### src/rtl/vga_pkg.sv
// Shared VGA constants and types for the pixel-generation stage.
package vga_pkg;

  localparam int unsigned H_DISPLAY = 800;
  localparam int unsigned V_DISPLAY = 600;

  typedef struct packed {
    logic [7:0] r;
    logic [7:0] g;
    logic [7:0] b;
  } rgb_t;

  typedef enum logic {FWD, REV} dir_t;

endpackage

### src/rtl/bounce_axis.sv
// One axis of box motion: ping-pongs pos between 0 and MAX in STEP increments.
module bounce_axis
  import vga_pkg::*;
#(
  parameter int unsigned WIDTH = 12,
  parameter int unsigned MAX   = 768,
  parameter int unsigned STEP  = 2
) (
  input  logic             Clock,
  input  logic             Reset,
  input  logic             en,
  output logic [WIDTH-1:0] pos,
  output dir_t             dir,
  output logic             bounce
);

  localparam logic [WIDTH-1:0] MAX_W  = WIDTH'(MAX);
  localparam logic [WIDTH-1:0] STEP_W = WIDTH'(STEP);

  logic hit_hi;
  logic hit_lo;

  // WIDTH leaves one spare bit above the display range, so pos+STEP never wraps.
  assign hit_hi = (pos + STEP_W) >= MAX_W;
  assign hit_lo = pos <= STEP_W;
  assign bounce = en & ((dir == FWD) ? hit_hi : hit_lo);

  always_ff @(posedge Clock) begin
    if (Reset) begin
      pos <= '0;
      dir <= FWD;
    end else if (en) begin
      case (dir)
        FWD: begin
          if (hit_hi) begin
            pos <= MAX_W;
            dir <= REV;
          end else begin
            pos <= pos + STEP_W;
          end
        end
        REV: begin
          if (hit_lo) begin
            pos <= '0;
            dir <= FWD;
          end else begin
            pos <= pos - STEP_W;
          end
        end
        default: dir <= FWD;
      endcase
    end
  end

endmodule

### src/rtl/bouncing_box_renderer.sv
// Draws a bouncing solid square behind the VGA timing controller; 2-cycle
// pixel pipeline keeps RGB aligned with the delayed sync/blank outputs.
module bouncing_box_renderer #(
  parameter int unsigned H_DISPLAY  = vga_pkg::H_DISPLAY,
  parameter int unsigned V_DISPLAY  = vga_pkg::V_DISPLAY,
  parameter int unsigned BOX_SIZE   = 32,
  parameter int unsigned STEP       = 2,
  parameter logic [23:0] BOX_COLOUR = 24'hFF_FF_00,
  parameter logic [23:0] BG_COLOUR  = 24'h00_00_80
) (
  input  logic        Clock,
  input  logic        Reset,
  input  logic        blank_n_in,
  input  logic        hSync_n_in,
  input  logic        vSync_n_in,
  input  logic [10:0] nextX,
  input  logic [9:0]  nextY,
  input  logic        Pause,
  output logic [7:0]  Red,
  output logic [7:0]  Green,
  output logic [7:0]  Blue,
  output logic        blank_n,
  output logic        hSync_n,
  output logic        vSync_n,
  output logic        frameTick,
  output logic [7:0]  bounceCount
);

  import vga_pkg::*;

  localparam int unsigned MAX_X = H_DISPLAY - BOX_SIZE;
  localparam int unsigned MAX_Y = V_DISPLAY - BOX_SIZE;

  logic        v_sync_prev;
  logic        tick;
  logic        axis_en;
  logic [11:0] box_x;
  logic [10:0] box_y;
  dir_t        dir_x;
  dir_t        dir_y;
  logic        bounce_x;
  logic        bounce_y;
  logic [1:0]  unused_dirs;

  // Falling edge of vSync sits inside vertical blanking, so moving here is tear-free.
  assign tick    = v_sync_prev & ~vSync_n_in;
  assign axis_en = tick & ~Pause;
  assign unused_dirs = {dir_x, dir_y};

  bounce_axis #(.WIDTH(12), .MAX(MAX_X), .STEP(STEP)) u_axis_x (
    .Clock  (Clock),
    .Reset  (Reset),
    .en     (axis_en),
    .pos    (box_x),
    .dir    (dir_x),
    .bounce (bounce_x)
  );

  bounce_axis #(.WIDTH(11), .MAX(MAX_Y), .STEP(STEP)) u_axis_y (
    .Clock  (Clock),
    .Reset  (Reset),
    .en     (axis_en),
    .pos    (box_y),
    .dir    (dir_y),
    .bounce (bounce_y)
  );

  always_ff @(posedge Clock) begin
    if (Reset) begin
      v_sync_prev <= 1'b1;
      frameTick   <= 1'b0;
      bounceCount <= '0;
    end else begin
      v_sync_prev <= vSync_n_in;
      frameTick   <= tick;
      bounceCount <= bounceCount + 8'(bounce_x) + 8'(bounce_y);
    end
  end

  logic [11:0] px;
  logic [10:0] py;
  logic        in_box;
  logic        blank_d1;
  logic        hs_d1;
  logic        vs_d1;
  logic        in_box_d1;

  assign px = {1'b0, nextX};
  assign py = {1'b0, nextY};
  assign in_box = (px >= box_x) && (px < box_x + 12'(BOX_SIZE)) &&
                  (py >= box_y) && (py < box_y + 11'(BOX_SIZE));

  always_ff @(posedge Clock) begin
    if (Reset) begin
      blank_d1  <= 1'b0;
      hs_d1     <= 1'b1;
      vs_d1     <= 1'b1;
      in_box_d1 <= 1'b0;
    end else begin
      blank_d1  <= blank_n_in;
      hs_d1     <= hSync_n_in;
      vs_d1     <= vSync_n_in;
      in_box_d1 <= in_box;
    end
  end

  rgb_t pix_next;
  rgb_t rgb_q;

  always_comb begin
    pix_next = '0;
    if (blank_d1) begin
      pix_next = in_box_d1 ? rgb_t'(BOX_COLOUR) : rgb_t'(BG_COLOUR);
    end
  end

  always_ff @(posedge Clock) begin
    if (Reset) begin
      rgb_q   <= '0;
      blank_n <= 1'b0;
      hSync_n <= 1'b1;
      vSync_n <= 1'b1;
    end else begin
      rgb_q   <= pix_next;
      blank_n <= blank_d1;
      hSync_n <= hs_d1;
      vSync_n <= vs_d1;
    end
  end

  assign Red   = rgb_q.r;
  assign Green = rgb_q.g;
  assign Blue  = rgb_q.b;

endmodule

### config.mk
export PLATFORM = sky130hd
export DESIGN_NAME = bouncing_box_renderer
export DESIGN_NICKNAME = d
export VERILOG_FILES = /design/src/rtl/vga_pkg.sv /design/src/rtl/bounce_axis.sv /design/src/rtl/bouncing_box_renderer.sv
export SDC_FILE = /design/constraint.sdc
export NUM_CORES = 1
export LEC_CHECK = 0
export ABC_AREA = 1
export CAP_MARGIN = 15
export CORE_ASPECT_RATIO = 0.9
export CORE_MARGIN = 2
export CORE_UTILIZATION = 40
export CTS_CLUSTER_SIZE = 14
export DETAILED_ROUTE_END_ITERATION = 8
export MAX_ROUTING_LAYER = met4
export PLACE_DENSITY = 0.69
export SYNTH_ARGS = -nofsm -noshare
export SYNTH_HDL_FRONTEND = slang
export SYNTH_SLANG_ARGS = --single-unit
### constraint.sdc
create_clock -name Clock -period 3.74 [get_ports Clock]
set_input_delay 0.374 -clock Clock [delete_from_list [all_inputs] [get_ports Clock]]
set_output_delay 0.374 -clock Clock [all_outputs]
set_load 0.02 [all_outputs]
Word-level counts from Yosys, hierarchy flattened
Cells that the tools add are included.
{"block": "totals", "reg_bits": 65, "latchBits": 0, "ramBits": 0, "rom_bits": 0, "inputBits": 27, "out_inout_bits": 36, "wordCells": 60, "memories": 0}
{"block": "classes", "n_addsub": 8, "n_mul": 0, "div": 0, "n_lt_le_gt_ge": 8, "eq_ne": 0, "shift": 0, "n_mux": 15, "n_bitwise": 9, "n_reduce_logical": 4}
{"operator": "$mux W12", "n": 2}
{"operator": "$mux W24", "n": 1}
{"operator": "$pmux W12 S2", "n": 1}
{"operator": "$mux W11", "n": 2}
{"operator": "$pmux W11 S2", "n": 1}
{"operator": "$add A8 B1 Y8", "n": 2}
{"operator": "$add A12 B2 Y12 const B", "n": 1}
{"operator": "$add A12 B6 Y12 const B", "n": 1}
{"operator": "$ge A11 B12 Y1", "n": 1}
{"operator": "$ge A12 B10 Y1 const B", "n": 1}
{"operator": "$le A12 B2 Y1 const B", "n": 1}
{"operator": "$lt A11 B12 Y1", "n": 1}
{"operator": "$sub A12 B2 Y12 const B", "n": 1}
{"operator": "$add A11 B2 Y11 const B", "n": 1}
{"operator": "$add A11 B6 Y11 const B", "n": 1}
{"operator": "$ge A10 B11 Y1", "n": 1}
{"operator": "$ge A11 B10 Y1 const B", "n": 1}
{"operator": "$le A11 B2 Y1 const B", "n": 1}
{"operator": "$lt A10 B11 Y1", "n": 1}
{"operator": "$sub A11 B2 Y11 const B", "n": 1}
{"operator": "$mux W1", "n": 6}
{"operator": "$not A1 Y1", "n": 5}
{"operator": "$and A1 B1 Y1", "n": 4}
{"operator": "$pmux W1 S2", "n": 2}
{"operator": "2 further kinds", "n": 4}

Depth between registers and ports, before layout
Gate-level depths: netlist of run 1.
{"block": "depth", "word_depth": 6, "mapped_depth": 21, "ltp_nobuf": 21}

Hierarchy
Synthesis of run 1 repeated with hierarchy kept, for this count alone.
{"block": "unflattened", "cells_unflattened": 583, "hier_area_um2": 3832.4}
{"module": "bouncing_box_renderer", "n_inst": 1, "cells_each": 258, "area_per_inst_um2": 1809.2, "seq_area_each_um2": 360.3}
{"module": "bounce_axis (u_axis_x)", "n_inst": 1, "cells_each": 166, "area_per_inst_um2": 1051.0, "seq_area_each_um2": 240.2}
{"module": "bounce_axis (u_axis_y)", "n_inst": 1, "cells_each": 159, "area_per_inst_um2": 972.2, "seq_area_each_um2": 220.2}

Worst setup path before layout of run 1
OpenSTA, ideal clock, no wires.
{"block": "synth_timing", "kind": "register to register", "startpoint": "reg u_axis_x.pos[5]", "endpoint": "reg bounceCount[7]", "setup_time_ns": 0.128, "t_arrival_ns": 2.638, "required_time_ns": 3.612, "path_slack_ns": 0.974, "stages_incl_launch_ff": 21, "path_buffers": 0, "synth_period_minus_slack_ns": 2.766, "path_cell_list": "dfxtp_1 -> inv_1 -> ha_1 -> nor3b_1 -> nand3_1 -> a21oi_2 -> inv_2 -> nand2_4 -> nand2_1 -> inv_1 -> nand2_1 -> fa_1 -> inv_1 -> nand3_1 -> nor2_1 -> inv_1 -> nor2_1 -> inv_1 -> nor3_1 -> xnor2_1 -> nor2_1"}
{"block": "synth_via", "elab_chain_len": 6, "word_cells_on_any_way": 7, "classes_between": "add/sub: 3; order compare: 2; mux: 1; bitwise: 1"}
{"element": "from (decl)", "line_no": "bounce_axis.sv:12", "rtl": "output logic [WIDTH-1:0] pos,"}
{"element": "from (signal assigned)", "line_no": "bounce_axis.sv:39", "rtl": "pos <= pos + STEP_W;"}
{"element": "from (signal assigned)", "line_no": "bounce_axis.sv:47", "rtl": "pos <= pos - STEP_W;"}
{"element": "$add A12 B2 Y12", "line_no": "bounce_axis.sv:24", "rtl": "assign hit_hi = (pos + STEP_W) >= MAX_W;"}
{"element": "$ge A12 B10 Y1", "line_no": "bounce_axis.sv:24"}
{"element": "$mux W1 *", "line_no": "bounce_axis.sv:26", "rtl": "assign bounce = en & ((dir == FWD) ? hit_hi : hit_lo);"}
{"element": "$and A1 B1 Y1 *", "line_no": "bounce_axis.sv:26"}
{"element": "$add A8 B1 Y8 * (2 in a row)", "line_no": "bouncing_box_renderer.sv:76", "rtl": "bounceCount <= bounceCount + 8'(bounce_x) + 8'(bounce_y);"}
{"element": "to (signal assigned)", "line_no": "bouncing_box_renderer.sv:76"}
{"element": "to (decl)", "line_no": "bouncing_box_renderer.sv:26", "rtl": "output logic [7:0] bounceCount"}
Every way passes the cells marked *; elsewhere a longest branch is shown, timed or not.
A chain may end at the register's enable or synchronous reset.

Worst setup path in the final report of run 1
{"block": "layout_timing", "startpoint": "reg u_axis_y.pos[5]", "endpoint": "reg bounceCount[7]"}
{"block": "layout_via", "elab_chain_len": 5, "word_cells_on_any_way": 6, "classes_between": "add/sub: 2; order compare: 2; mux: 1; bitwise: 1"}
{"element": "from (decl)", "line_no": "bounce_axis.sv:12"}
{"element": "from (signal assigned)", "line_no": "bounce_axis.sv:39"}
{"element": "from (signal assigned)", "line_no": "bounce_axis.sv:47"}
{"element": "$add A11 B2 Y11", "line_no": "bounce_axis.sv:24"}
{"element": "$ge A11 B10 Y1", "line_no": "bounce_axis.sv:24"}
{"element": "$mux W1 *", "line_no": "bounce_axis.sv:26"}
{"element": "$and A1 B1 Y1 *", "line_no": "bounce_axis.sv:26"}
{"element": "$add A8 B1 Y8 *", "line_no": "bouncing_box_renderer.sv:76"}
Marked as above.

==> results of run 1 <==
cells in the mapped netlist (all sizes together):
| cell | n |
|---|---|
| a31oi | 2 |
| nand3 | 26 |
| a21oi | 43 |
| clkbuf | 8 |
| o21a | 1 |
| dfxtp | 41 |
| or2 | 3 |
| nor4 | 1 |
| nor3b | 1 |
| ha | 42 |
| nor2 | 46 |
| fa | 1 |
| nor3 | 9 |
| nand3b | 2 |
| o311ai | 1 |
| nand4 | 7 |
| o21ai | 40 |
| clkinv | 2 |
| a41oi | 1 |
| xnor2 | 4 |
| nand2 | 105 |
| and3 | 1 |
| xor2 | 21 |
| inv | 69 |
| conb | 1 |
| a211oi | 2 |
| buf | 26 |
| o2111ai | 1 |
| mux2i | 1 |
kinds of logic after synthesis:
group           share of synthesized area
simple gates                        0.256
buf+inv                             0.142
compound gates                      0.140
fa+ha+maj                           0.158
flops                               0.237
xor+xnor                           0.0633
other cells                       0.00108
mux                               0.00289
cell type report:
class / instances / area share
Clock inverter: 1 / 0.00217
Clock buffer: 6 / 0.0179
Tap cell: 119 / 0.0368
Multi-Input combinational cell: 368 / 0.538
Timing Repair Buffer: 56 / 0.137
Inverter: 71 / 0.0659
Sequential cell: 41 / 0.203
registers in the layout, indices dropped and copies added, names as in the netlist:
name	flops
bounceCount	8
vSync_n	1
vs_d1	1
hSync_n	1
hs_d1	1
in_box_d1	1
u_axis_y.dir	1
frameTick	1
blank_d1	1
blank_n	1
u_axis_x.dir	1
Red	1
Blue	1
u_axis_x.pos	11
u_axis_y.pos	10
stage by stage:
step | setup WS (ns) | hold WS, ns | cell area [µm²] | util
2_1_floorplan | 0.974 | 0.389 | 3480 | -
3_3_place_gp | 0.559 | 0.393 | 3960 | 0.467
3_5_place_dp | 0.510 | 0.399 | 3960 | 0.467
4_1_cts | 0.506 | 0.420 | 4050 | 0.477
5_1_grt | 0.139 | 0.447 | 4050 | 0.477
6_report | 0.469 | 0.417 | 4050 | 0.477
report_power, final:
| part | internal (µW) | leakage, µW | total, µW | switching (µW) |
|---|---|---|---|---|
| sequential | 456 | 0.000335 | 484 | 27.5 |
| combinational | 133 | 0.00141 | 331 | 198 |
| clock | 130 | 0.0000412 | 295 | 165 |
critical path: stages (launching register included):
cell	delay, ns
dfxtp_1	0.55
inv_1	0.22
ha_1	0.28
nand2_1	0.11
nand3_1	0.12
nand2_1	0.09
nand2_1	0.06
nand2_1	0.12
nand2_1	0.20
inv_1	0.13
nand2_1	0.08
fa_1	0.38
inv_1	0.09
nand3_1	0.08
nor2_1	0.09
inv_1	0.06
nor2_1	0.08
inv_1	0.06
nor3_1	0.17
xnor2_1	0.14
nor2_1	0.05
layer usage:
layer	part of all wire	global-route usage
met1	0.48	0.233
met2	0.45	0.294
met3	0.065	0.0328
met4	0.0061	0.0422
met5	0	-
how the worst min path moves through the flow:
| stage | startpoint | endpoint | slack (ns) |
|---|---|---|---|
| 3_5_place_dp | hs_d1 | hSync_n | 0.40 |
| 2_1_floorplan | hs_d1 | hSync_n | 0.39 |
| 4_1_cts | hs_d1 | hSync_n | 0.42 |
| 5_1_grt | in_box_d1 | Blue[7] | 0.45 |
| 6_report | hs_d1 | hSync_n | 0.42 |
| 3_3_place_gp | hs_d1 | hSync_n | 0.39 |
==> metrics.md, run 1 <==
| Metric | Value |
|---|---|
| Fin. max-slew vios | 0 |
| Grt total ovfl | 0 |
| Via count | 3266 |
| Warnings from Yosys | 0 |
| Worst Path Max Fanout | 11 |
| Worst vdd rail ir drop | 0.169 mV |
| Port bufs | 53 |
| Placed cells | 655 |
| Reg-to-reg setup timing slack | 0.47 ns |
| Least-Margin Pin Slew | 0.723 ns |
| CP Capture Type | flip-flop |
| Seq cells post-synth | 41 |
| CTS Buffer Depth | 2 |
| Ant. Diodes | 0 |
| CTS tree | done |
| Row count | 32 |
| Routed Wire Length | 7920 µm |
| Static Leak | 0.00179 µW |
| Syn Std Cell Area | 3460 µm² |
| Area delta synth->final | 17.0% |
| Ranking of synthesized cells by area | dfxtp_1 (24%), ha_1 (15%), nand2_1 (11%) |
| Reg2reg start | u_axis_y.pos[5] |
| Clock latency on the worst-skew pair | 0.30 ns |
| Post-Synthesis Cells | 508 |
| Io pins | 63 |
| Count of hold-fix buffers inserted at cts | 0 |
| Pwr Density | 274 nW/µm² |
| Max_cap viols | 0 |
| Non-Filler Instances | 662 |
| Initial antenna violation count | 0 |
| Clk sinks | 41 |
| Yosys top cell area share | 0.237 |
| Worst Path Required | 3.93 ns |
| Post-synthesis cell type count | 40 |
| TritonRoute pass-1 iters | 4 |
| Fin. Hold Viols | 0 |
| Remaining antenna violation count after routing | 0 |
| Area of the multi-input gates | 2170 µm² |
| Nets | 613 |
| Layout fillers | 857 |
| Setup CP Type | reg -> reg |
| FF+latch area | 821 µm² |
| Power consumption | 1110 µW |
| H-Tree Depth | 2 |
| Post-detail-place hpwl | 6070 µm |
| Number of setup violations in the final report | 0 |
| Clock Root Buffer | clkbuf_8 |
| CP Launch Type | flip-flop |
| Peak Freq | 306 MHz |
| Vias in the first global route | 3097 |
| Clock transition at path regs | 0.08 ns |
| Vias per Instance | 4.93 |
| Die footprint | 9410 µm² |
| Worst Setup SP | u_axis_y.pos[5] |
| Crit path DAT | 3.46 ns |
| Final period util | 0.875 |
| Worst Skew | 0.00761 ns |
| RSZ-0062 raised after global routing | false |
| Max_slew headroom | 0.517 |
| Seq/Total Area, Yosys | 0.237 |
| Hold Crit Depth | 1 |
| CTS resizes | 0 |
| Syn_area_per_cell | 6.81 µm² |
| Wire per inst | 12.0 µm |
| Worst r2r dst | bounceCount[7] |
| DR iter-0 viols | 185 |
| Most frequent cells in the layout | nand2_1 (104), inv_1 (64), clkdlybuf4s50_1 (53) |
| DIE WIDTH | 102 µm |
| DRC Markers | 0 |
| Hold crit path type | reg -> reg |
| Final Critical Period | 3.27 ns |
| Final RePlAce weighted congestion | 0.921 |
| Gr usage total | 0.181 |
| CTS Buf Count | 5 |
| Share of layout cells above drive strength 1 | 0.0497 |
| Global-route wire length before repair | 13600 µm |
| Number of setup buffers added after CTS | 0 |
| Status | finished, final reports clean |
| Die Y-Extent | 92.2 µm |
| CP Capture Point | bounceCount[7] |
| Starting Density | 0.407 |
| Largest net degree at the start of global routing | 24 |
| Core ar. | 8490 µm² |
| Total Neg Setup Slack | 0 ns |
| Most common cell after layout, fill and taps aside | nand2_1 |
| Leading area contributor after synthesis | dfxtp_1 |
| R2R cell count | 20 |
Power figures use the tool's default switching activity.
==> inputs of run 2 (changes only) <==
CORE_MARGIN = 1   (was 2)
HOLD_SLACK_MARGIN = 0.08   (was unset)
PLACE_DENSITY = 0.68   (was 0.69)
SYNTH_HIERARCHICAL = 1   (was unset)
==> run 2 against run 1 <==
Compared with the run above:
- critical path depth fell by 3
- core utilization grew 1.0 points
- synthesized area is 11% higher
- register-to-register slack better by 0.37 ns
- flip-flop and latch count did not move
- total power rose by 16%
- setup slack improved by 0.37 ns
- sequential share of layout area is 2.0 points lower
- critical path type unchanged
- critical endpoint is now bounceCount[6]
- largest power group unchanged
==> metrics.md, run 2 <==
| Metric | Value |
|---|---|
| Via count | 3707 |
| Port bufs | 55 |
| Grt total ovfl | 0 |
| Largest regs | u_axis_x/pos x11, u_axis_y/pos x10, bounceCount x8 |
| Ys flop type | dfxtp_1 |
| Count of hold-fix buffers inserted at cts | 0 |
| Starting Density | 0.416 |
| Status | finished, final reports clean |
| Largest register FFs | 11 |
| Worst Setup SP | u_axis_x/pos[1] |
| Crit path largest cell delay | 0.53 ns |
| Slowest library cell on the worst path | dfxtp_1 |
| Ant. Diodes | 0 |
| CTS resizes | 0 |
| Routed Wire Length | 8810 µm |
| Cell breakdown of the critical path | ha_1 > nand2_2 > nor2_4 > nand3_1 > nand2_2 > nand2_4 > nand4_2 > nand2_1 > nor2_1 > inv_1 > fa_1 > inv_1 > ha_1 > nand2_1 > nor2_1 > a31oi_1 > nor3b_1 |
| Syn_area_per_cell | 6.57 µm² |
| Non-Filler Instances | 742 |
| Clock transition at path regs | 0.09 ns |
| Number of setup buffers added after CTS | 0 |
| CTS Buffer Depth | 2 |
| Warnings from Yosys | 6 |
| Ranking of synthesized cells by area | dfxtp_1 (21%), ha_1 (13%), nand2_1 (10%) |
| Reg-to-reg setup timing slack | 0.84 ns |
| Placed cells | 734 |
| EDFF count, synth | 0 |
| Worst Path Required | 3.96 ns |
| CP top delay family | simple AND/OR/NAND/NOR gates |
| Internal power | 875 µW |
| Clock Root Buffer | clkbuf_8 |
| Syn Std Cell Area | 3830 µm² |
| Gr usage total | 0.186 |
| Yosys top cell area share | 0.214 |
| Post-detail-place hpwl | 7110 µm |
| Post-synthesis cell type count | 42 |
| Final RePlAce weighted congestion | 0.936 |
| Share of layout cells above drive strength 1 | 0.0823 |
| Worst Path Max Fanout | 8 |
| Fin. max-slew vios | 0 |
| Largest net degree at the start of global routing | 24 |
| DIE WIDTH | 105 µm |
| Vias in the first global route | 3180 |
| Worst hold slack | 0.420 ns |
| Final period util | 0.776 |
| DRC Markers | 0 |
| Comb pwr share | 0.285 |
| Fin. Hold Viols | 0 |
| Initial antenna violation count | 0 |
| Pwr Density | 288 nW/µm² |
| H-Tree Depth | 2 |
| RSZ-0062 raised after global routing | false |
| Seq/Total Area, Yosys | 0.214 |
| Psw | 416 µW |
| Post-Synthesis Cells | 583 |
| TritonRoute pass-1 iters | 5 |
| Final Critical Period | 2.90 ns |
| Reg2reg start | u_axis_x/pos[1] |
| DR iter-0 viols | 249 |
| Leading area contributor after synthesis | dfxtp_1 |
| Core ar. | 9210 µm² |
| Static Leak | 0.00201 µW |
| Total Neg Setup Slack | 0 ns |
| Worst Skew | 0.0152 ns |
| Critical path buffer and inverter count | 2 |
| Crit path DAT | 3.13 ns |
| Sequential group share of total power | 0.385 |
| CTS Buf Count | 5 |
| Io pins | 63 |
| Area delta synth->final | 17.0% |
| Number of setup violations in the final report | 0 |
| Wire per inst | 11.9 µm |
| Most frequent cells in the layout | nand2_1 (106), inv_1 (83), nor2_1 (61) |
| HP Start | hs_d1 |
| Top-count cell post-synth | nand2_1 |
| Row count | 33 |
| CP Launch Type | flip-flop |
| Seq cells post-synth | 41 |
| Clock power frac | 0.330 |
| Die Y-Extent | 94.9 µm |
| Peak Freq | 345 MHz |
| Worst vdd rail ir drop | 0.189 mV |
| Switching share of power | 0.322 |
| Power consumption | 1290 µW |
| Die footprint | 9980 µm² |
| Global-route wire length before repair | 14700 µm |
| Post-synth ARST share | 0 |
| Vias per Instance | 5.00 |
| Setup CP Type | reg -> reg |
| Nets | 688 |
| CTS tree | done |
| Commonest cells in the netlist | nand2_1 (106), inv_1 (83), nor2_1 (61) |
| Max_cap viols | 0 |
| Clock latency on the worst-skew pair | 0.29 ns |
| Remaining antenna violation count after routing | 0 |
| CP Capture Type | flip-flop |
| Clk sinks | 41 |
| Most flops, register | u_axis_x/pos |
| Hold crit path type | reg -> reg |
| Most common cell after layout, fill and taps aside | nand2_1 |
run 2: cell count changes in the layout (fill, tap and decap cells not counted), moves of 7 or more:
cell     delta
o21ai_0     -7
nor2_1     +17
nand3_1    +15
inv_1      +19
nand2_2    +13
run 2: metrics by stage:
| step | cell area (µm²) | utilization | setup WS (ns) |
|---|---|---|---|
| detailed placement | 4350 | 0.472 | 0.781 |
| floorplan | 3850 | - | 1.17 |
| global placement | 4350 | 0.472 | 0.867 |
| finish | 4480 | 0.487 | 0.837 |
| global route | 4480 | 0.487 | 0.517 |
| CTS | 4480 | 0.487 | 0.857 |
run 2: kinds of logic after synthesis:
family / Yosys count / synth area share
other cells: 3 / 0.00294
flops: 41 / 0.214
compound gates: 86 / 0.121
buf+inv: 125 / 0.151
fa+ha+maj: 42 / 0.139
xor+xnor: 25 / 0.0591
simple gates: 261 / 0.313
run 2: area by class of cell:
cell class	instances	area, µm²
flip-flops and latches	41	821
clock buffers	5	68.8
well taps	122	153
repair buffers	58	573
fillers	915	4720
inverters	90	338
multi-input cells	423	2460
clock inverters	3	68.8
run 2: final timing paths:
check / depth (start not counted) / end
setup / recovery: 17 / bounceCount[6]
setup reg to reg: 17 / bounceCount[6]
hold / removal: 1 / hSync_n
hold reg to reg: 1 / hSync_n
run 2: layer usage:
layer | GRT usage | routed length, µm | vias to the layer above
met5 | - | 0 | -
met4 | 0.0293 | 62 | 0
met3 | 0.0276 | 561 | 6
met2 | 0.292 | 3820 | 142
met1 | 0.256 | 4360 | 1650
li1 | - | - | 1909
run 2: power by group through the flow:
stage | Sequential, µW | Clock (µW) | Combinational, µW
final | 497 | 426 | 368
after global routing | 502 | 455 | 419
after CTS | 497 | 437 | 365
after detailed placement | 507 | 0 | 363
after global placement | 507 | 0 | 356
after floorplan | 492 | 0 | 276
